--- src/rtl/arp_requester.sv ---
// ARP initiator: sends a broadcast ARP request for a target IPv4 and returns the MAC from the matching reply.
// Optional macro ARP_TX_PAD_EN pads the transmitted frame to 60 bytes with zeros.
module arp_requester #(
  parameter int TIMEOUT_CYCLES = 1000000,
  parameter int MAX_RETRIES    = 3
) (
  input  logic        clk,
  input  logic        areset,
  input  logic        req_valid_i,
  input  logic [31:0] req_ipv4_i,
  output logic        req_ready_o,
  input  logic [47:0] my_mac_i,
  input  logic [31:0] my_ipv4_i,
  input  logic [7:0]  data_rx_i,
  input  logic        data_valid_rx_i,
  output logic [7:0]  data_tx_o,
  output logic        data_valid_tx_o,
  input  logic        data_ack_tx_i,
  output logic        resolved_valid_o,
  output logic [47:0] resolved_mac_o,
  output logic [31:0] resolved_ipv4_o,
  output logic        timeout_o,
  output logic        busy_o
);

  localparam int TW = (TIMEOUT_CYCLES > 1) ? $clog2(TIMEOUT_CYCLES) : 1;
  localparam int RW = (MAX_RETRIES > 0) ? $clog2(MAX_RETRIES + 1) : 1;
`ifdef ARP_TX_PAD_EN
  localparam int FRAME_LEN = 60;
`else
  localparam int FRAME_LEN = 42;
`endif
  localparam logic [5:0]    LAST_IDX   = 6'(FRAME_LEN - 1);
  localparam logic [TW-1:0] TIMER_LAST = TW'(TIMEOUT_CYCLES - 1);
  localparam logic [RW-1:0] RETRY_MAX  = RW'(MAX_RETRIES);

  typedef enum logic [1:0] {S_IDLE, S_SEND, S_WAIT} state_t;

  state_t        state_q;
  logic [5:0]    tx_idx_q;
  logic [7:0]    tx_data_q;
  logic          tx_valid_q;
  logic [31:0]   target_q;
  logic [RW-1:0] retry_q;
  logic [TW-1:0] timer_q;
  logic          res_valid_q;
  logic [47:0]   res_mac_q;
  logic [31:0]   res_ip_q;
  logic          timeout_q;
  logic [5:0]    rx_cnt_q;
  logic          rx_ok_q;
  logic          rx_ok_d;
  logic [47:0]   sha_q;
  logic          rx_match;
  logic [7:0]    tx_next;

  function automatic logic [7:0] tx_byte(input logic [5:0] idx, input logic [47:0] mac,
                                         input logic [31:0] ip, input logic [31:0] tgt);
    int k;
    logic [7:0] b;
    k = int'(idx);
    b = 8'h00;
    case (k) inside
      [0:5]:   b = 8'hFF;
      [6:11]:  b = mac[8*(11-k) +: 8];
      12:      b = 8'h08;
      13:      b = 8'h06;
      15:      b = 8'h01;
      16:      b = 8'h08;
      18:      b = 8'h06;
      19:      b = 8'h04;
      21:      b = 8'h01;
      [22:27]: b = mac[8*(27-k) +: 8];
      [28:31]: b = ip[8*(31-k) +: 8];
      [38:41]: b = tgt[8*(41-k) +: 8];
      default: b = 8'h00;
    endcase
    return b;
  endfunction

  // Per-position reply check; positions not listed (src MAC, SHA, TPA) are don't-care.
  function automatic logic rx_byte_ok(input logic [5:0] idx, input logic [7:0] d,
                                      input logic [47:0] mac, input logic [31:0] tgt);
    int k;
    logic ok;
    k = int'(idx);
    ok = 1'b1;
    case (k) inside
      [0:5]:   ok = (d == mac[8*(5-k) +: 8]);
      12:      ok = (d == 8'h08);
      13:      ok = (d == 8'h06);
      14:      ok = (d == 8'h00);
      15:      ok = (d == 8'h01);
      16:      ok = (d == 8'h08);
      17:      ok = (d == 8'h00);
      18:      ok = (d == 8'h06);
      19:      ok = (d == 8'h04);
      20:      ok = (d == 8'h00);
      21:      ok = (d == 8'h02);
      [28:31]: ok = (d == tgt[8*(31-k) +: 8]);
      [32:37]: ok = (d == mac[8*(37-k) +: 8]);
      default: ok = 1'b1;
    endcase
    return ok;
  endfunction

  always_comb begin
    rx_ok_d  = ((rx_cnt_q == 6'd0) ? 1'b1 : rx_ok_q)
               & rx_byte_ok(rx_cnt_q, data_rx_i, my_mac_i, target_q);
    rx_match = data_valid_rx_i && (rx_cnt_q == 6'd41) && rx_ok_d;
    tx_next  = tx_byte(tx_idx_q + 6'd1, my_mac_i, my_ipv4_i, target_q);
  end

  // RX parser: counts bytes of each contiguous valid run, saturating at 42 so padding/FCS is ignored.
  always_ff @(posedge clk or negedge areset) begin
    if (!areset) begin
      rx_cnt_q <= 6'd0;
      rx_ok_q  <= 1'b0;
      sha_q    <= 48'd0;
    end else if (!data_valid_rx_i) begin
      rx_cnt_q <= 6'd0;
    end else if (rx_cnt_q != 6'd42) begin
      rx_cnt_q <= rx_cnt_q + 6'd1;
      rx_ok_q  <= rx_ok_d;
      if (rx_cnt_q >= 6'd22 && rx_cnt_q <= 6'd27) sha_q <= {sha_q[39:0], data_rx_i};
    end
  end

  // TX stream: a byte transfers on a cycle with valid & ack; valid never depends on ack,
  // and data is held stable until the transfer.
  always_ff @(posedge clk or negedge areset) begin
    if (!areset) begin
      state_q     <= S_IDLE;
      tx_idx_q    <= 6'd0;
      tx_data_q   <= 8'h00;
      tx_valid_q  <= 1'b0;
      target_q    <= 32'd0;
      retry_q     <= '0;
      timer_q     <= '0;
      res_valid_q <= 1'b0;
      res_mac_q   <= 48'd0;
      res_ip_q    <= 32'd0;
      timeout_q   <= 1'b0;
    end else begin
      res_valid_q <= 1'b0;
      timeout_q   <= 1'b0;
      case (state_q)
        S_IDLE: begin
          if (req_valid_i) begin
            target_q   <= req_ipv4_i;
            retry_q    <= '0;
            tx_idx_q   <= 6'd0;
            tx_data_q  <= 8'hFF;
            tx_valid_q <= 1'b1;
            state_q    <= S_SEND;
          end
        end
        S_SEND: begin
          if (data_ack_tx_i) begin
            if (tx_idx_q == LAST_IDX) begin
              tx_valid_q <= 1'b0;
              timer_q    <= '0;
              state_q    <= S_WAIT;
            end else begin
              tx_idx_q  <= tx_idx_q + 6'd1;
              tx_data_q <= tx_next;
            end
          end
        end
        S_WAIT: begin
          // A reply landing on the timeout cycle takes priority over retry/give-up.
          if (rx_match) begin
            res_valid_q <= 1'b1;
            res_mac_q   <= sha_q;
            res_ip_q    <= target_q;
            state_q     <= S_IDLE;
          end else if (timer_q == TIMER_LAST) begin
            if (retry_q == RETRY_MAX) begin
              timeout_q <= 1'b1;
              state_q   <= S_IDLE;
            end else begin
              retry_q    <= retry_q + 1'b1;
              tx_idx_q   <= 6'd0;
              tx_data_q  <= 8'hFF;
              tx_valid_q <= 1'b1;
              state_q    <= S_SEND;
            end
          end else begin
            timer_q <= timer_q + 1'b1;
          end
        end
        default: state_q <= S_IDLE;
      endcase
    end
  end

  assign req_ready_o      = (state_q == S_IDLE);
  assign busy_o           = (state_q != S_IDLE);
  assign data_tx_o        = tx_data_q;
  assign data_valid_tx_o  = tx_valid_q;
  assign resolved_valid_o = res_valid_q;
  assign resolved_mac_o   = res_mac_q;
  assign resolved_ipv4_o  = res_ip_q;
  assign timeout_o        = timeout_q;

endmodule

--- config.mk ---
export PLATFORM = sky130hd
export DESIGN_NAME = arp_requester
export DESIGN_NICKNAME = d
export VERILOG_FILES = /design/src/rtl/arp_requester.sv
export SDC_FILE = /design/constraint.sdc
export NUM_CORES = 1
export LEC_CHECK = 0
export BUFFER_PORTS_ARGS = -buffer_cell sky130_fd_sc_hd__buf_4
export CAP_MARGIN = 40
export CORE_UTILIZATION = 56
export DETAILED_ROUTE_END_ITERATION = 8
export PLACE_DENSITY = 0.89
export SLEW_MARGIN = 20
export SYNTH_ARGS = -nofsm -noshare
export SYNTH_HDL_FRONTEND = slang
export SYNTH_SLANG_ARGS = --single-unit
--- constraint.sdc ---
create_clock -name clk -period 4.3 [get_ports clk]
set_input_delay 0.86 -clock clk [delete_from_list [all_inputs] [get_ports clk]]
set_output_delay 0.86 -clock clk [all_outputs]
set_load 0.05 [all_outputs]
* Word-level counts from Yosys, hierarchy flattened *
Cells that the tools add are included.

word-level totals
  input bits = 125
  register bits = 208
  logic and storage cells = 192
  output and inout bits = 93

operators by class
  add/sub/neg operators = 11
  bitwise gates (word level) = 1
  reduce and logical (&&, ||, !) cells = 27
  equality and inequality tests = 42
  $lt $le $gt $ge = 18
  muxes and demuxes = 72
  shift operators = 7

operators by type and width
  kind                                                                number
  indexed part select 48 x 10 -> 8 bit                                4
  2-to-1 mux 8 bit                                                    18
  indexed part select 32 x 10 -> 8 bit                                3
  2-to-1 mux 20 bit                                                   4
  equality test 6 x 5 -> 1 bit (second input constant)                10
  2-to-1 mux 6 bit                                                    8
  equality test 6 x 4 -> 1 bit (second input constant)                7
  one-hot mux 20 bit (2 select lines)                                 1
  2-to-1 mux 1 bit                                                    27
  equality test 8 bit                                                 3
  greater-or-equal comparator 6 x 5 -> 1 bit (second input constant)  4
  <= comparator 6 x 5 -> 1 bit (second input constant)                4
  one-hot mux 8 bit (3 select lines)                                  1
  subtractor 5 x 6 -> 7 bit (first input constant)                    3
  adder 20 x 1 -> 20 bit (second input constant)                      1
  equality test 20 bit (second input constant)                        1
  2-to-1 mux 2 bit                                                    9
  one-hot mux 6 bit (3 select lines)                                  1
  equality test 8 x 3 -> 1 bit (second input constant)                2
  != test 2 bit (second input constant)                               8
  AND reduction 7 bit                                                 2
  subtractor 6 x 6 -> 7 bit (first input constant)                    2
  adder 6 x 1 -> 6 bit (second input constant)                        2
  equality test 6 bit (second input constant)                         2
  31 further kinds                                                    51

* Logic depth before layout (Yosys ltp) *
  depth after elaboration = 20
  depth in mapped cells = 13
  mapped depth without buffers = 11

* Worst setup path before layout *
OpenSTA, ideal clock, no wires.

  path kind = reg2reg
  start point = reg tx_idx_q[0]
  end point = reg tx_data_q[1] (netlist: data_tx_o[1])
  data arrival time = 3453 ps
  path buffers = 2
  slack = 709 ps
  required time = 4162 ps
  period minus slack after synthesis = 3591 ps
  cell stages (with the launch flop) = 14
  setup time = 138 ps
  cell sequence = dfrtp_1 -> ha_1 -> buf_2 -> xor2_1 -> clkinv_1 -> clkbuf_1 -> ha_1 -> a21oi_1 -> or3b_2 -> nand3_1 -> nor4_1 -> a221o_1 -> o211ai_1 -> o211ai_1

on the way
  cells in the longest elaborated chain, start to end = 18
  elaborated cells between the ends (all ways) = 49
  those cells by class = add/sub: 5; order compare: 10; eq/ne: 9; shift: 4; mux: 15; reduce/logical: 6

RTL lines
  what                                                                              RTL line  text
  start, declared                                                                   40        logic [5:0] tx_idx_q;
  start signal, assigned                                                            165       tx_idx_q <= tx_idx_q + 6'd1;
  adder 6 x 1 -> 6 bit                                                              111       tx_next = tx_byte(tx_idx_q + 6'd1, my_mac_i, my_ipv4_i, target_q);
  subtractor 6 x 6 -> 7 bit (tied with other cells)                                 75        [38:41]: b = tgt[8*(41-k) +: 8];
  indexed part select 32 x 10 -> 8 bit / logical AND 1 bit (equally long branches)  75, 111
  2-to-1 mux 8 bit (12 in a row)                                                    63        case (k) inside
  2-to-1 mux 8 bit                                                                  160       if (tx_idx_q == LAST_IDX) begin
  2-to-1 mux 8 bit                                                                  159       if (data_ack_tx_i) begin
  one-hot mux 8 bit (3 select lines)                                                147       case (state_q)
  end signal, assigned                                                              166       tx_data_q <= tx_next;
  end, declared                                                                     41        logic [7:0] tx_data_q;

Parallel ways exist; a longest one is shown, timed or not. The select of a mux whose other input is x is not followed.
A chain may end at the register's enable or synchronous reset.

* Final worst setup path *
  start point = reg tx_idx_q[1]
  end point = reg tx_data_q[6] (netlist: data_tx_o[6])

The elaborated chain is that of the path after synthesis.

==> run summary <==
Status
• **status** finished clean

Floorplanning
• **Die Span X** 145 um
• **Ports** 218
• **Initial Utilization** 57.0%
• **area enclosed by the die boundary** 21100 um^2
• **Core Box Area** 20200 um^2
• **vertical die dimension** 145 um
• **Rows** 52

Yosys
• **largest family of logic cells by synthesized area** multiplexers
• **Synth Net Count** 1132
• **compound-cell area share of the yosys netlist** 9.95%
• **number of enable-type register cells in the synthesized netlist** 0
• **XOR/XNOR Fraction of Synth Area** 1.90%
• **Synth warnings** 0
• **flip-flop and latch count after synthesis** 208
• **simple-gate share of the synthesized area** 11.7%
• **Most used DFF post-synth** sky130_fd_sc_hd__dfrtp_1
• **multiplexer fraction of the synthesized cell area** 24.9%
• **syn_area_per_cell** 11.7 um^2
• **post-synthesis instance area** 11500 um^2
• **Synth async-reset ratio** 100%
• **fraction of the mapped netlist area in adder cells** 2.39%
• **synthesized instance count** 985
• **number of distinct library cells after synthesis** 90
• **register area share after synthesis** 45.3%

Cells and area
• **share of post-route cells with drive strength above 1** 41.2%
• **antenna cells** 0
• **net count reported at finish** 1334
• **area growth from synthesis to layout** 21.5%
• **Finished Layout Cells** 1467

Drt
• **number of nets with antenna violations after routing** 0
• **total via count in the routed design** 9209
• **DRC Markers** 0
• **drt total wl** 31.3 mm
• **number of iterations in the first detailed-routing pass** 5
• **routed via count divided by cell count** 6.28
• **wire length per cell** 21.3 um
• **starting DRC count in detailed routing** 828

Clocking
• **CTS clock-pin slew for the worst setup and hold paths** 0.06 ns
• **number of resized instances in the post-cts repair step** 0
• **number of buffers added by the clock tree synthesis step** 23
• **CTS Buffer Depth** 3
• **CTS tree** built
• **# hold bufs at CTS** 0
• **clock latency on the worst-skew pair** 0.50 ns
• **Post CTS Setup Buffer Count** 0
• **Clock Sinks** 208
• **H-tree lvl count** 1
• **CTS root buffer** sky130_fd_sc_hd__clkbuf_16

Power
• **cell area power density** 422 nW/um^2
• **reported leakage power** 6.57 nW
• **largest voltage drop on the vdd net** 0.336 mV

Global route
• **wire length of the first global-routing pass** 50.8 mm
• **GRT Overall Usage** 30.0%
• **number of antenna violations at the first check in global routing** 0
• **via count of the first global-routing pass** 9555
• **residual overflow from global routing** 0
• **pin count of the biggest net entering global routing** 96

Setup path
• **worst reg-to-reg path cell count** 11
• **standard cell with the maximum stage delay on the critical path** sky130_fd_sc_hd__nor3b_1
• **worst-path fanout max** 13
• **arrival time worst endpoint** 4.40 ns
• **Crit path required time** 4.72 ns
• **worst path cell trace** ha_1 > xor2_1 > clkinv_1 > ha_1 > a21oi_1 > or3b_2 > nand3_1 > o311a_1 > nor3b_1 > a221oi_1 > nor2_1
• **kind of start point of the critical path** flop
• **Worst Setup End Kind** flop
• **biggest cell delay along the critical path** 0.55 ns
• **cell with the most instances on the worst path** sky130_fd_sc_hd__ha_1
• **type of the worst setup path** reg2reg

Timing
• **count of final max-slew check failures** 0
• **worst relative slew slack** 44.5%
• **Setup violations, final** 0
• **Fin Hold WS** 0.449 ns
• **Tightest Pin Transition** 0.822 ns
• **Max Freq** 0.251 GHz
• **final hold violation count** 0
• **fraction of the cycle the final worst path needs** 92.6%
• **maximum clock skew at final layout** 0.0133 ns
• **unrepaired setup endpoints after global routing** false
• **summed negative setup slack over all endpoints** 0 ns
• **min cycle time layout** 3.98 ns

Placement
• **weighted congestion at the end of routability-driven global placement** 0.944
• **IO buf count** 217
• **Placed Instances** 1432
• **HPWL after DPL** 22.4 mm

Run
• **number of maximum-capacitance constraint violations** 0

Worst hold path
• **worst hold path type** in2async

==> routing by layer <==
layer  share of wire, %  wire [um]  track usage [%]  vias to the layer above
met5                  0          0                0                        -
met4                4.3       1350             13.4                        0
met3                7.5       2350             6.13                      111
met2                 49      15200             49.7                      462
met1                 40      12400             38.3                     4563
li1                   -          -                -                     4073
==> where the power goes <==
| part | switching [mW] | internal [mW] | leakage [nW] |
|---|---|---|---|
| registers | 0.120 | 2.05 | 2.81 |
| logic | 1.15 | 0.746 | 3.44 |
| clock network | 0.767 | 1.07 | 0.330 |
==> per-stage QoR <==
stage,utilization (%),setup slack [ns],power [mW],cell area (um^2)
5_1_grt,69.3,0.00964,6.15,14000
4_1_cts,69.3,0.471,5.88,14000
6_report,69.3,0.319,5.90,14000
3_5_place_dp,65.9,0.504,4.05,13300
3_3_place_gp,65.9,0.731,4.02,13300
2_1_floorplan,-,0.709,3.49,11500
==> critical path: cells and delay by family (launching register included) <==
family,cells,cell delay (ns)
flops,1,0.50
compound gates,3,0.56
xor+xnor,1,0.47
buf+inv,1,0.18
simple gates,4,1.43
fa+ha+maj,2,0.75
==> synth_stat cells, types with 6 or more instances <==
cell                       instances  area, um^2
sky130_fd_sc_hd__inv_1            27         101
sky130_fd_sc_hd__clkbuf_1         27         101
sky130_fd_sc_hd__mux2_2          168        1890
sky130_fd_sc_hd__o21ai_0          45         225
sky130_fd_sc_hd__nand2_1          49         184
sky130_fd_sc_hd__nand2b_1          6        37.5
sky130_fd_sc_hd__buf_2            19        95.1
sky130_fd_sc_hd__a21oi_1          20         100
sky130_fd_sc_hd__mux4_2           30         676
sky130_fd_sc_hd__nor2_1           60         225
sky130_fd_sc_hd__xnor2_1          17         149
sky130_fd_sc_hd__ha_1             22         275
sky130_fd_sc_hd__nor2b_1          13        81.3
sky130_fd_sc_hd__and2_1            9        56.3
sky130_fd_sc_hd__o22ai_1          10        62.6
sky130_fd_sc_hd__nor3_1           14        70.1
sky130_fd_sc_hd__nor4_1            9        56.3
sky130_fd_sc_hd__xor2_1            8        70.1
sky130_fd_sc_hd__a21boi_0          6        45.0
sky130_fd_sc_hd__nand4_1          11        68.8
sky130_fd_sc_hd__dfrtp_1         208        5200
sky130_fd_sc_hd__or2_2             7        43.8
sky130_fd_sc_hd__mux2i_1          30         300
sky130_fd_sc_hd__o31ai_1          13        97.6
sky130_fd_sc_hd__nand3_1          34         170
==> layout make-up <==
cell class,instances,area [um^2]
Clock inverter,5,56.3
Multi-Input combinational cell,691,5860
Sequential cell,208,5210
Inverter,30,113
Tap cell,270,338
Fill cell,1446,6190
Timing Repair Buffer,233,1780
Clock buffer,30,622
==> cell usage in the layout, fill, tap and decap left out, drive strengths merged, types with 5 or more instances in the layout <==
| master | instances |
|---|---|
| o22ai | 10 |
| o21ai | 48 |
| o31ai | 14 |
| xor2 | 8 |
| or2 | 7 |
| dfrtp | 208 |
| mux2 | 168 |
| inv | 28 |
| clkbuf | 31 |
| nand2 | 49 |
| and2 | 10 |
| nor2 | 60 |
| a21boi | 7 |
| nor4 | 10 |
| ha | 22 |
| mux4 | 30 |
| clkinv | 5 |
| nor3 | 15 |
| a21oi | 20 |
| xnor2 | 17 |
| nand3 | 34 |
| nand2b | 6 |
| or3 | 5 |
| a221oi | 5 |
| a31oi | 5 |
| nand4 | 11 |
| a41oi | 5 |
| buf | 232 |
| nor2b | 13 |
| mux2i | 30 |
==> logic make-up after synthesis <==
logic type | after synthesis
AO/OA/AOI/OAI | 164
flip-flops | 208
buffers and inverters | 86
adder cells (fa/ha/maj) | 22
multiplexers | 228
AND/OR/NAND/NOR | 252
XOR/XNOR | 25
==> registers in the layout, indices dropped and copies added (netlist names) <==
name,cells
rx_cnt_q,6
data_tx_o,8
data_valid_tx_o,1
retry_q,2
timer_q,20
rx_ok_q,1
tx_idx_q,6
resolved_ipv4_o,32
target_q,32
resolved_valid_o,1
sha_q,48
state_q,2
resolved_mac_o,48
timeout_o,1
==> final timing paths <==
kind	slack, ns	from	to
worst max-delay path	0.32	tx_idx_q[1]	data_tx_o[6]
worst min-delay path	0.45	areset	resolved_mac_o[41]
worst max register to register	0.32	tx_idx_q[1]	data_tx_o[6]
worst min register to register	0.50	retry_q[0]	retry_q[0]
max in group asynchronous	2.92	areset	target_q[30]
min in group clk	0.50	retry_q[0]	retry_q[0]
No activity file was read; power rests on OpenSTA's default activity.
